==> src/rtl/dsp_stream_packer.sv <==
// Packs serial operand words into the 116-bit DSP slice stream word using the field layout of the latched mode.
// Latency: 1 cycle from the last operand accept to stream_valid; double-buffered, so one word per N cycles is sustained.
// Backpressure: a finished word waits in HOLD (in_ready=0) while the output register is occupied and not draining.
// Optional: define DSP_PACK_RANGECHK_EN to flag operand bits above the target field width in err.
module dsp_stream_packer #(
    parameter int IN_W     = 32,
    parameter int STREAM_W = 116
) (
    input  logic                clk,
    input  logic                reset,
    input  logic [1:0]          mode_in,
    input  logic [3:0]          op_in,
    input  logic [IN_W-1:0]     in_data,
    input  logic                in_valid,
    output logic                in_ready,
    output logic [STREAM_W-1:0] stream,
    output logic [1:0]          stream_mode,
    output logic                stream_valid,
    input  logic                stream_ready,
    output logic                busy,
    output logic                err
);

    typedef enum logic {FILL, HOLD} state_t;

    state_t              state_q, state_d;
    logic [2:0]          slot_q, slot_d;
    logic [STREAM_W-1:0] asm_q, asm_d;
    logic [1:0]          mode_q, mode_d;

    logic                accept;
    logic [1:0]          cur_mode;
    logic [6:0]          fld_lo;
    logic [5:0]          fld_w;
    logic [2:0]          last_slot;
    logic [STREAM_W-1:0] data_ext;
    logic [STREAM_W-1:0] fld_mask;
    logic [STREAM_W-1:0] fld_val;
    logic [STREAM_W-1:0] op_field;
    logic [STREAM_W-1:0] packed_word;
    logic                word_done;
    logic                out_free;
    logic                load_out;
    logic [STREAM_W-1:0] out_word;
    logic [1:0]          out_mode;
    logic                err_set;

    assign in_ready = (state_q == FILL);
    assign busy     = (slot_q != 3'd0) || (state_q == HOLD);
    assign accept   = in_valid && in_ready;

    // Mode is only taken from the port on slot 0; later slots follow the latched copy.
    assign cur_mode = (slot_q == 3'd0) ? mode_in : mode_q;

    always_comb begin
        fld_lo    = 7'd0;
        fld_w     = 6'd0;
        last_slot = 3'd0;
        case (cur_mode)
            2'b00: begin
                last_slot = 3'd5;
                case (slot_q)
                    3'd0:    begin fld_lo = 7'd0;  fld_w = 6'd19; end
                    3'd1:    begin fld_lo = 7'd19; fld_w = 6'd18; end
                    3'd2:    begin fld_lo = 7'd37; fld_w = 6'd19; end
                    3'd3:    begin fld_lo = 7'd56; fld_w = 6'd18; end
                    3'd4:    begin fld_lo = 7'd74; fld_w = 6'd18; end
                    default: begin fld_lo = 7'd92; fld_w = 6'd18; end
                endcase
            end
            2'b01: begin
                last_slot = 3'd2;
                case (slot_q)
                    3'd0:    begin fld_lo = 7'd0;  fld_w = 6'd27; end
                    3'd1:    begin fld_lo = 7'd27; fld_w = 6'd26; end
                    default: begin fld_lo = 7'd53; fld_w = 6'd27; end
                endcase
            end
            2'b10: begin
                last_slot = 3'd2;
                fld_w     = 6'd32;
                case (slot_q)
                    3'd0:    fld_lo = 7'd0;
                    3'd1:    fld_lo = 7'd32;
                    default: fld_lo = 7'd64;
                endcase
            end
            default: begin
                last_slot = 3'd0;
                fld_w     = 6'd0;
            end
        endcase
    end

    assign data_ext = {{(STREAM_W-32){1'b0}}, in_data[31:0]};
    assign fld_mask = ~({STREAM_W{1'b1}} << fld_w);
    assign fld_val  = (data_ext & fld_mask) << fld_lo;
    assign op_field = {{(STREAM_W-100){1'b0}}, op_in, {96{1'b0}}};

    // Slot 0 starts from a clean word so stale fields of the previous word never leak through.
    always_comb begin
        packed_word = (slot_q == 3'd0) ? '0 : asm_q;
        packed_word = packed_word | fld_val;
        if (slot_q == 3'd0 && cur_mode == 2'b10)
            packed_word = packed_word | op_field;
    end

    assign word_done = accept && (cur_mode != 2'b11) && (slot_q == last_slot);
    assign out_free  = !stream_valid || stream_ready;
    assign load_out  = (word_done && out_free) || (state_q == HOLD && stream_ready);
    assign out_word  = (state_q == HOLD) ? asm_q  : packed_word;
    assign out_mode  = (state_q == HOLD) ? mode_q : cur_mode;

`ifdef DSP_PACK_RANGECHK_EN
    assign err_set = accept && ((cur_mode == 2'b11) || ((in_data >> fld_w) != '0));
`else
    assign err_set = accept && (cur_mode == 2'b11);
`endif

    always_comb begin
        state_d = state_q;
        slot_d  = slot_q;
        asm_d   = asm_q;
        mode_d  = mode_q;
        case (state_q)
            FILL: begin
                if (accept && cur_mode != 2'b11) begin
                    asm_d = packed_word;
                    if (slot_q == 3'd0)
                        mode_d = mode_in;
                    if (slot_q == last_slot) begin
                        slot_d = 3'd0;
                        if (!out_free)
                            state_d = HOLD;
                    end else begin
                        slot_d = slot_q + 3'd1;
                    end
                end
            end
            HOLD: begin
                if (stream_ready)
                    state_d = FILL;
            end
            default: state_d = FILL;
        endcase
    end

    always_ff @(posedge clk) begin
        if (reset) begin
            state_q      <= FILL;
            slot_q       <= 3'd0;
            asm_q        <= '0;
            mode_q       <= 2'b00;
            stream       <= '0;
            stream_mode  <= 2'b00;
            stream_valid <= 1'b0;
            err          <= 1'b0;
        end else begin
            state_q <= state_d;
            slot_q  <= slot_d;
            asm_q   <= asm_d;
            mode_q  <= mode_d;
            if (load_out) begin
                stream       <= out_word;
                stream_mode  <= out_mode;
                stream_valid <= 1'b1;
            end else if (stream_ready) begin
                stream_valid <= 1'b0;
            end
            if (err_set)
                err <= 1'b1;
        end
    end

endmodule

==> config.mk <==
export PLATFORM = sky130hd
export DESIGN_NAME = dsp_stream_packer
export DESIGN_NICKNAME = d
export VERILOG_FILES = /design/src/rtl/dsp_stream_packer.sv
export SDC_FILE = /design/constraint.sdc
export NUM_CORES = 1
export LEC_CHECK = 0
export ABC_CLOCK_PERIOD_IN_PS = 4800
export CAP_MARGIN = 20
export CORE_UTILIZATION = 27
export CTS_CLUSTER_SIZE = 28
export DETAILED_ROUTE_END_ITERATION = 6
export MAX_ROUTING_LAYER = met4
export PLACE_DENSITY = 0.46
export SLEW_MARGIN = 20
export SYNTH_ARGS = -nofsm -noshare
export SYNTH_HDL_FRONTEND = slang
export SYNTH_SLANG_ARGS = --single-unit
==> constraint.sdc <==
create_clock -name clk -period 4.8 [get_ports clk]
set_input_delay 0.96 -clock clk [delete_from_list [all_inputs] [get_ports clk]]
set_output_delay 0.96 -clock clk [all_outputs]
set_load 0.03 [all_outputs]
* Yosys cells after proc, flatten, opt, wreduce, memory -nomap -nowiden
Index checks and enable logic that the tools add are counted.
W data, S select, Z words.
** Storage, ports and cells
- Bits in registers :: 242
- Bits in latches :: 0
- RAM bits :: 0
- Memory bits (read-only) :: 0
- Input port bits :: 42
- Output and inout bits :: 122
- Logic and storage cells :: 64
- Memories :: 0
** Cells by class
- Add/sub/neg operators :: 1
- $mul :: 0
- Div/mod/pow operators :: 0
- Order comparisons :: 0
- Equality and inequality tests :: 9
- Shifts and indexed selects :: 2
- Mux-type cells :: 21
- Bitwise gates (word level) :: 5
- Reductions and logical operators :: 18
** Operators by type and width (count)
- $mux W116 :: 3
- $and A32 B116 Y116 :: 1
- $not A116 Y116 :: 1
- $or A116 B100 Y116 :: 1
- $or A116 B116 Y116 :: 1
- $shl A116 B6 Y116 const A :: 1
- $shl A116 B7 Y116 :: 1
- $pmux W7 S5 :: 1
- $pmux W7 S3 :: 1
- $pmux W6 S3 :: 1
- $pmux W7 S2 :: 1
- $pmux W6 S2 :: 1
- $mux W1 :: 8
- $logic_and A1 B1 Y1 :: 7
- $eq A3 B2 Y1 const B :: 2
- $pmux W3 S2 :: 1
- $eq A2 B2 Y1 const B :: 2
- $mux W2 :: 2
- $reduce_or A2 Y1 :: 2
- $add A3 B1 Y3 const B :: 1
- $eq A3 B1 Y1 const B :: 1
- $eq A3 B3 Y1 :: 1
- $eq A3 B3 Y1 const B :: 1
- $logic_not A3 Y1 :: 1
- 11 further kinds :: 13

* Logic depth before layout (Yosys ltp)
Gate-level depths: netlist of run 1.
- Depth in word-level cells :: 12
- Mapped depth :: 20

* Worst setup path after synthesis of run 1
Ideal clock, no wire load.
- Kind :: reg2reg
- Start point :: register slot_q[0]
- End point :: register stream[18]
- Library setup time :: 132 ps
- Arrival time :: 4113 ps
- Slack :: 555 ps
- Cell stages (with the launch flop) :: 19
- Cell sequence :: dfxtp_1 > inv_1 > ha_1 > nor2b_1 > clkbuf_1 > mux2i_1 > inv_1 > ha_1 > clkbuf_1 > nor2b_1 > a32o_1 > clkbuf_1 > clkbuf_1 > clkbuf_1 > nor3_1 > a21boi_0 > a21oi_1 > a221oi_1 > nor3_1
** On the way
- Longest elaborated chain between the ends :: 12
** RTL lines
- start, declared :: RTL line 27 : logic [2:0] slot_q, slot_d;
- start signal, assigned :: RTL line 160 : slot_q <= slot_d;
- $logic_not A3 Y1 (*) :: RTL line 53 : assign cur_mode = (slot_q == 3'd0) ? mode_in : mode_q;
- $mux W2 (*)
- net cur_mode[0] :: RTL line 32 : logic [1:0] cur_mode;
- $eq A2 B2 Y1 (tied with other cells) :: RTL line 59, 104
- $pmux W6 S3 :: RTL line 59 : case (cur_mode)
- $shl A116 B6 Y116 :: RTL line 96 : assign fld_mask = ~({STREAM_W{1'b1}} << fld_w);
- $not A116 Y116 :: RTL line 96
- $and A32 B116 Y116 :: RTL line 97 : assign fld_val = (data_ext & fld_mask) << fld_lo;
- $shl A116 B7 Y116 :: RTL line 97
- $or A116 B116 Y116 :: RTL line 103 : packed_word = packed_word | fld_val;
- $or A116 B100 Y116 :: RTL line 105 : packed_word = packed_word | op_field;
- $mux W116 :: RTL line 104 : if (slot_q == 3'd0 && cur_mode == 2'b10)
- $mux W116 :: RTL line 111 : assign out_word = (state_q == HOLD) ? asm_q : packed_word;
- end signal, assigned :: RTL line 164 : stream <= out_word;
- end, declared :: RTL line 16 : output logic [STREAM_W-1:0] stream,
Mark *: on every way through the listed nets, which the timed path passes. The rest lies on a longest branch.
A chain may end at the register's enable or synchronous reset.

* Final worst setup path of run 1
- Start point :: register slot_q[1]
- End point :: register stream[85]
** On the way
- Longest elaborated chain between the ends :: 12
** RTL lines
- $eq A3 B2 Y1 / $logic_not A3 Y1 (equally long branches) :: RTL line 62, 53, 73
- $reduce_or A2 Y1 (no line) / $mux W2 (equally long branches)
- $mux W1 (tied with other cells) :: RTL line 62 : case (slot_q)
- $pmux W6 S3 :: RTL line 59
- $shl A116 B6 Y116 :: RTL line 96
- $not A116 Y116 :: RTL line 96
- $and A32 B116 Y116 :: RTL line 97
- $shl A116 B7 Y116 :: RTL line 97
- $or A116 B116 Y116 :: RTL line 103
- $or A116 B100 Y116 :: RTL line 105
- $mux W116 :: RTL line 104
- $mux W116 :: RTL line 111
Several ways; a longest one is shown, not always the timed one.

==> results of run 1 <==
## worst max-delay path: cells and delay by family (launching register included)
family          cells  cell delay [ns]
flops               1             0.37
mux                 1             0.34
simple gates        4             1.06
fa+ha+maj           2             0.42
compound gates      5             1.38
buf+inv             5             0.91
## final timing paths
path                                 from          to  slack [ns]  cells past startpoint
worst max-delay path            slot_q[1]  stream[85]        0.21                     17
worst min register to register  asm_q[28]   asm_q[28]        0.45                      2
worst min-delay path            asm_q[28]   asm_q[28]        0.45                      2
worst max register to register  slot_q[1]  stream[85]        0.21                     17
## metal layers
metal | vias up | global-route usage [%] | routed length (um)
met3 | 86 | 3.227 | 4139
met2 | 616 | 44.07 | 31710
met4 | 0 | 6.605 | 1641
met5 | - | - | 0
li1 | 7212 | - | -
met1 | 7631 | 39.22 | 32650
## area by class of cell
| class | count | area [um2] |
|---|---|---|
| inverter | 12 | 45.04 |
| multi-input combinational | 1294 | 8029 |
| tap | 664 | 830.8 |
| clock buffer | 47 | 873.3 |
| timing repair buffer | 487 | 4224 |
| clock inverter | 4 | 51.30 |
| fill | 5058 | 30050 |
| sequential | 242 | 4845 |
| antenna | 1 | 2.502 |
## cells in the final DEF (no fill, tap or decap), types with 7 or more instances in the layout
cell	Yosys	final
mux2_2	15	15
mux2i_1	27	21
a21o_1	12	11
o211ai_1	18	18
buf_4	0	312
a221oi_1	64	60
clkbuf_8	0	8
o211a_1	12	12
o22ai_1	14	14
a32oi_1	14	13
and2_1	14	14
nand2b_1	9	9
nand2_1	193	192
nor3_1	73	73
a31oi_1	24	24
buf_12	0	13
ha_1	11	11
a211oi_1	28	28
a32o_1	7	7
nor2_1	188	187
inv_1	11	10
nor4_1	7	7
a222oi_1	8	8
o221ai_1	30	30
clkbuf_16	0	29
dfxtp_1	242	242
or3_1	14	14
a22oi_1	50	49
o21ai_0	137	136
o21a_1	8	7
a21oi_1	125	121
o221a_2	11	11
clkdlybuf4s50_1	0	162
clkbuf_1	131	10
nand4_1	18	18
a22o_1	18	18
nand3_1	40	40
## stage by stage
step | cell area (um2) | setup TNS, ns | power, mW | util, % | worst slack, ns
4_1_cts | 18810 | 0 | 12.79 | 38.42 | 0.07442
3_3_place_gp | 17870 | -9.702 | 10.59 | 36.51 | -0.4385
3_5_place_dp | 17870 | -13.79 | 10.59 | 36.51 | -0.4191
2_1_floorplan | 13390 | 0 | 6.363 | - | 0.5548
6_report | 18900 | 0 | 12.91 | 38.61 | 0.2116
5_1_grt | 18900 | -0.003600 | 13.54 | 38.61 | -0.003600
## cell usage after synthesis (15+ instances only)
library cell	count	area, um2
mux2i_1	27	270.3
nor3_1	73	365.4
nand3_1	40	200.2
a22o_1	18	157.7
o21ai_0	137	685.7
a22oi_1	50	375.4
o221ai_1	30	262.8
dfxtp_1	242	4845
a221oi_1	64	560.5
a211oi_1	28	210.2
a21oi_1	125	625.6
nor2_1	188	705.7
o211ai_1	18	135.1
nand4_1	18	112.6
mux2_2	15	168.9
nand2_1	193	724.4
clkbuf_1	131	491.7
a31oi_1	24	150.1
## state kept, by name, summed over array words and instances (netlist names)
name / cells
asm_q: 116
err: 1
mode_q: 2
slot_q: 3
state_q: 1
stream: 116
stream_mode: 2
stream_valid: 1
## what timing repair did
action | 4_1_cts | 5_1_grt
gates resized for setup | 3 | 14
endpoints found under the setup margin | 10 | 79
pin swaps | 0 | 3
cloned | 0 | 1
buffers inserted | 0 | 3
endpoints found under the hold margin | 0 | 0
## power by group through the flow
| stage | Sequential, mW | Clock, mW | Combinational, mW |
|---|---|---|---|
| final | 2.73 | 2.17 | 8.01 |
| after global routing | 2.78 | 2.28 | 8.48 |
| after CTS | 2.73 | 2.20 | 7.85 |
| after detailed placement | 2.77 | 0 | 7.82 |
| after global placement | 2.76 | 0 | 7.83 |
| after floorplan | 3.22 | 0 | 3.15 |
## cells by family after synthesis
kind of cell	Yosys count
AO/OA/AOI/OAI	658
AND/OR/NAND/NOR	574
flip-flops	242
buffers and inverters	166
multiplexers	49
adder cells (fa/ha/maj)	11
XOR/XNOR	1
==> impl_results.md, run 1 <==
- Unique masters post-synth: 82
- First-pass GRT wire length: 104.2 mm
- Die footprint: 50,470 um2
- Crit end category: flop
- Multiplexer share of the synthesized area: 4.290%
- HPWL after detailed placement: 52.81 mm
- Placed Cells: 2,695
- Crit-path max cell delay: 0.42 ns
- GRT Util Overall: 28.37%
- Crit path time final: 4.588 ns
- Layout area overhead: 41.19%
- I/O Pins: 164
- Seq/Total Area, Yosys: 36.19%
- Internal power: 6.831 mW
- Buffers on Ports: 163
- Detailed Route WL: 70.14 mm
- Post-synthesis simple-gate area fraction: 18.77%
- Reg power frac: 21.1%
- Compound-Gate Fraction of Synth Area: 34.78%
- Syn avg cell area: 7.870 um2
- Worst hold path class: flop to flop
- Largest net degree at the start of global routing: 77
- Initial core utilization: 27.35%
- Number of remaining DRC errors: 0
- FP Rows: 81
- Initial drt markers: 1,611
- Skew-Pair Late Insertion Delay: 0.56 ns
- Yosys warning total: 0
- Gpl congestion: 1.006
- Final period util: 95.59%
- Number of synthesized flops with an enable pin: 0
- Critical path class: flop to flop
- Gate power share: 62.1%
- Nets: 2,119
- Avg WL per Cell: 25.50 um
- Num CTS Buffers: 29
- CTS root buffer: clkbuf_16
- CTS tree: done
- Reg clk slew, reported paths: 0.06 ns
- Final Max Tran Viols: 0
- Initial antenna violation count: 1
- Post-Synth XOR/XNOR Area: 0.06543%
- Synth Flop Type: dfxtp_1
- Critical Path, Cell by Cell: inv_1 -> ha_1 -> nor2b_2 -> mux2i_2 -> ha_1 -> nor2b_1 -> buf_4 -> a32oi_2 -> buf_4 -> or3_1 -> a31o_2 -> o22a_1 -> a21oi_1 -> buf_4 -> buf_4 -> nand2_1 -> a311oi_1
- Max_slew headroom: 37.02%
- GRT overflow: 0
- Power per standard cell area: 682.9 nW/um2
- Post-DRT Antenna Nets: 0
- Mapped cell area: 13,390 um2
- Synth Net Count: 1,754
- Via density: 5.651
- Post-synth ARST share: 0%
- Status: finished clean
- Share of cells above drive strength 1: 21.28%
- Max stage delay cell, worst path: a21oi_1
- Fin. Hold Viols: 0
- Post-CTS Hold Fix Bufs: 0
- Worst vdd ir: 0.3091 mV
- Number of global-route vias before repair: 15,045
- Worst Tran Pin Value: 0.9447 ns
- Clock group share of total power: 16.8%
- Layout Skew: 0.01884 ns
- Maxcap violations: 0
- Largest family of logic cells by synthesized area: compound AO/OA/AOI/OAI gates
- CP Max Fanout: 7
- CP required: 5.27 ns
- Drt pass-1 iters: 6
- Post-Syn Instances: 1,701
- H-Tree Level Count: 1
- Sw frac: 47.07%
- Fmax: 0.2179 GHz
- Final setup fails: 0
- Crit path DAT: 5.05 ns
- WHS: 0.4470 ns
- Die Wd: 224.7 um
- Most Frequent Cell on Critical Path: buf_4
- Core area: 48,950 um2
- Synth Area in Adders: 1.028%
- Flops & latches, synth: 242
- Fin cells: 2,751
- Maximum clock path buffer count: 3
- Via count: 15,545
- Static Leak: 7.199 nW
- DIE HEIGHT: 224.7 um
- Net switching power of the design: 6.076 mW
- CP startpoint kind: flop
- CTS Sinks: 242
(Power assumes the default switching activity.)
==> inputs of run 2 (changes only) <==
- REMOVE_ABC_BUFFERS: default -> 1
==> run 2 against run 1 <==
  * The run now ends with design-rule violations left
  * Critical path depth is 3 higher
  * Register-to-register slack better by 0.03 ns
  * Clock power is 7% higher
  * Non-clock buffer count is 8 higher
  * Hold slack better by 0.0019 ns
  * Count of clock-buffer cells in the layout is 8 lower
  * Combinational power is 2% lower
  * Critical endpoint is now stream[100]
  * Largest cell class unchanged
==> impl_results.md, run 2 (same netlist as run 1, synthesis figures left out) <==
- Status: finished, violations left
- Failing checks: design-rule violations
- I/O Pins: 164 (unchanged)
- Number of global-route vias before repair: 15,107 (+0.41%)
- Layout Skew: 0.02069 ns (+0.001855 ns)
- Gpl congestion: 0.9575 (-4.8%)
- Overall power: 12.88 mW (-0.24%)
- DIE HEIGHT: 224.7 um (unchanged)
- Most frequent cells in the layout: buf_4 (319), dfxtp_1 (242), nand2_1 (192)
- Die footprint: 50,470 um2 (unchanged)
- Avg WL per Cell: 25.35 um (-0.58%)
- Crit end category: flop
- First-pass GRT wire length: 102.3 mm (-1.9%)
- Worst setup margin: 0.2422 ns (+0.03060 ns)
- H-Tree Level Count: 1 (unchanged)
- Initial core utilization: 27.35% (unchanged)
- Buffers on Ports: 163 (unchanged)
- Num CTS Buffers: 28 (-3.4%)
- CTS root buffer: clkbuf_16
- GRT overflow: 0 (unchanged)
- GRT Util Overall: 28.06% (-0.31 points)
- Share of cells above drive strength 1: 21.74% (+0.45 points)
- Biggest regs: asm_q: 116 flops, stream: 116 flops, slot_q: 3 flops
- Sw frac: 46.45% (-0.63 points)
- Core area: 48,950 um2 (unchanged)
- Gate power share: 60.9% (-1.2 points)
- Critical path class: flop to flop
- Worst vdd ir: 0.2537 mV (-18%)
- CP required: 5.27 ns (about the same)
- Maxcap violations: 0 (unchanged)
- Initial antenna violation count: 2 (+1)
- Static Leak: 7.280 nW (+1.1%)
- Final period util: 94.95% (-0.64 points)
- Crit path time final: 4.558 ns (-0.03060 ns)
- Net switching power of the design: 5.981 mW (-1.6%)
- Layout area overhead: 42.02%
- Fmax: 0.2194 GHz (+0.67%)
- Final Util: 38.84% (+0.23 points)
- Fin Setup TNS: 0 ns (unchanged)
- Maximum clock path buffer count: 3 (unchanged)
- Detailed Route WL: 69.88 mm (-0.36%)
- Final Max Tran Viols: 0 (unchanged)
- Skew-Pair Late Insertion Delay: 0.59 ns (+0.03 ns)
- Worst hold path class: flop to flop
- CP startpoint kind: flop
- Placed Cells: 2,704 (+0.33%)
- Max_slew headroom: 40.22% (+3.2 points)
- Worst slack at placement: -0.2178 ns (+0.2013 ns)
- Crit path DAT: 5.02 ns (-0.03 ns)
- Via count: 15,498 (-0.30%)
- Drt pass-1 iters: 7 (+1)
- Antenna diodes: 0 (-1)
- Commonest non-fill, non-tap cell in the layout: buf_4
- Post-DRT Antenna Nets: 0 (unchanged)
- WHS: 0.4489 ns (+0.001929 ns)
- Fin. Hold Viols: 0 (unchanged)
- RSZ-0062 raised after global routing: no
- Reg clk slew, reported paths: 0.06 ns (about the same)
- Largest net degree at the start of global routing: 60 (-22%)
- CTS Sinks: 242 (unchanged)
- Reg power frac: 21.0% (about the same)
- CP Max Fanout: 7 (unchanged)
- Number of remaining DRC errors: 3 (+3)
- Fin cells: 2,757 (+0.22%)
- Via density: 5.621 (-0.52%)
- Nets: 2,125 (+0.28%)
- Cell Area, Placed: 17,950 um2 (+0.45%)
- Final setup fails: 0 (unchanged)
- FP Rows: 81 (unchanged)
- Worst Tran Pin Value: 0.8954 ns (-0.04934 ns)
- CTS tree: done
- Power per standard cell area: 677.3 nW/um2 (-0.82%)
- Initial drt markers: 1,490 (-7.5%)
- Design Area, Final: 19,010 um2 (+0.59%)
- Clock group share of total power: 18.1% (+1.3 points)
- HPWL after detailed placement: 52.84 mm (about the same)
- Internal power: 6.895 mW (+0.94%)
- Die Wd: 224.7 um (unchanged)
## run 2: changes by cell type in the layout (fill, tap and decap cells not counted), moves of 4 or more
cell,previous run,this run
clkbuf_1,10,2
buf_4,312,319
clkinv_2,1,6
a221oi_1,60,64
a221oi_2,6,2
## run 2: final timing paths
kind                                start          end  slack [ns]  cells after the start
worst max-delay path            slot_q[1]  stream[100]        0.24                     20
worst min-delay path            asm_q[28]    asm_q[28]        0.45                      2
worst max register to register  slot_q[1]  stream[100]        0.24                     20
worst min register to register  asm_q[28]    asm_q[28]        0.45                      2
## run 2: layout make-up
cell class | instances | area [um2]
clock inverter | 12 | 166.4
inverter | 12 | 45.04
multi-input combinational | 1293 | 7996
clock buffer | 39 | 832.0
tap | 664 | 830.8
timing repair buffer | 495 | 4297
sequential | 242 | 4845
fill | 5029 | 29940
## run 2: critical path, cell delays in order (launching register included)
cell and delay, ns:
dfxtp_1 0.37, inv_1 0.12, ha_1 0.17, nor2b_2 0.30, mux2i_2 0.36, inv_1 0.11
ha_1 0.27, nor2b_2 0.21, a32o_2 0.29, buf_4 0.18, mux2i_1 0.17, buf_4 0.14
mux2i_1 0.16, buf_4 0.20, a21o_1 0.19, o221ai_1 0.36, buf_4 0.19, o211ai_1 0.14
buf_4 0.17, a221oi_1 0.26, nor3_1 0.07
## run 2: timing repair
action | in CTS | in global routing
setup endpoints to repair | 0 | 94
setup buffers | 0 | 2
gates resized for setup | 0 | 13
hold buffers | 0 | 0
## run 2: power groups by stage
stage	clock network, mW	logic [mW]	registers, mW
after floorplan	0	3.05	3.22
after global placement	0	7.72	2.74
after detailed placement	0	7.70	2.75
after CTS	2.39	7.73	2.71
after global routing	2.46	8.30	2.76
final	2.33	7.84	2.70
## run 2: metal layers
layer	GRT usage, %	wire length [um]	vias up
met5	-	0	-
met4	9.655	2463	0
met3	3.566	4023	137
met2	43.18	31280	548
met1	37.74	32120	7597
li1	-	-	7216
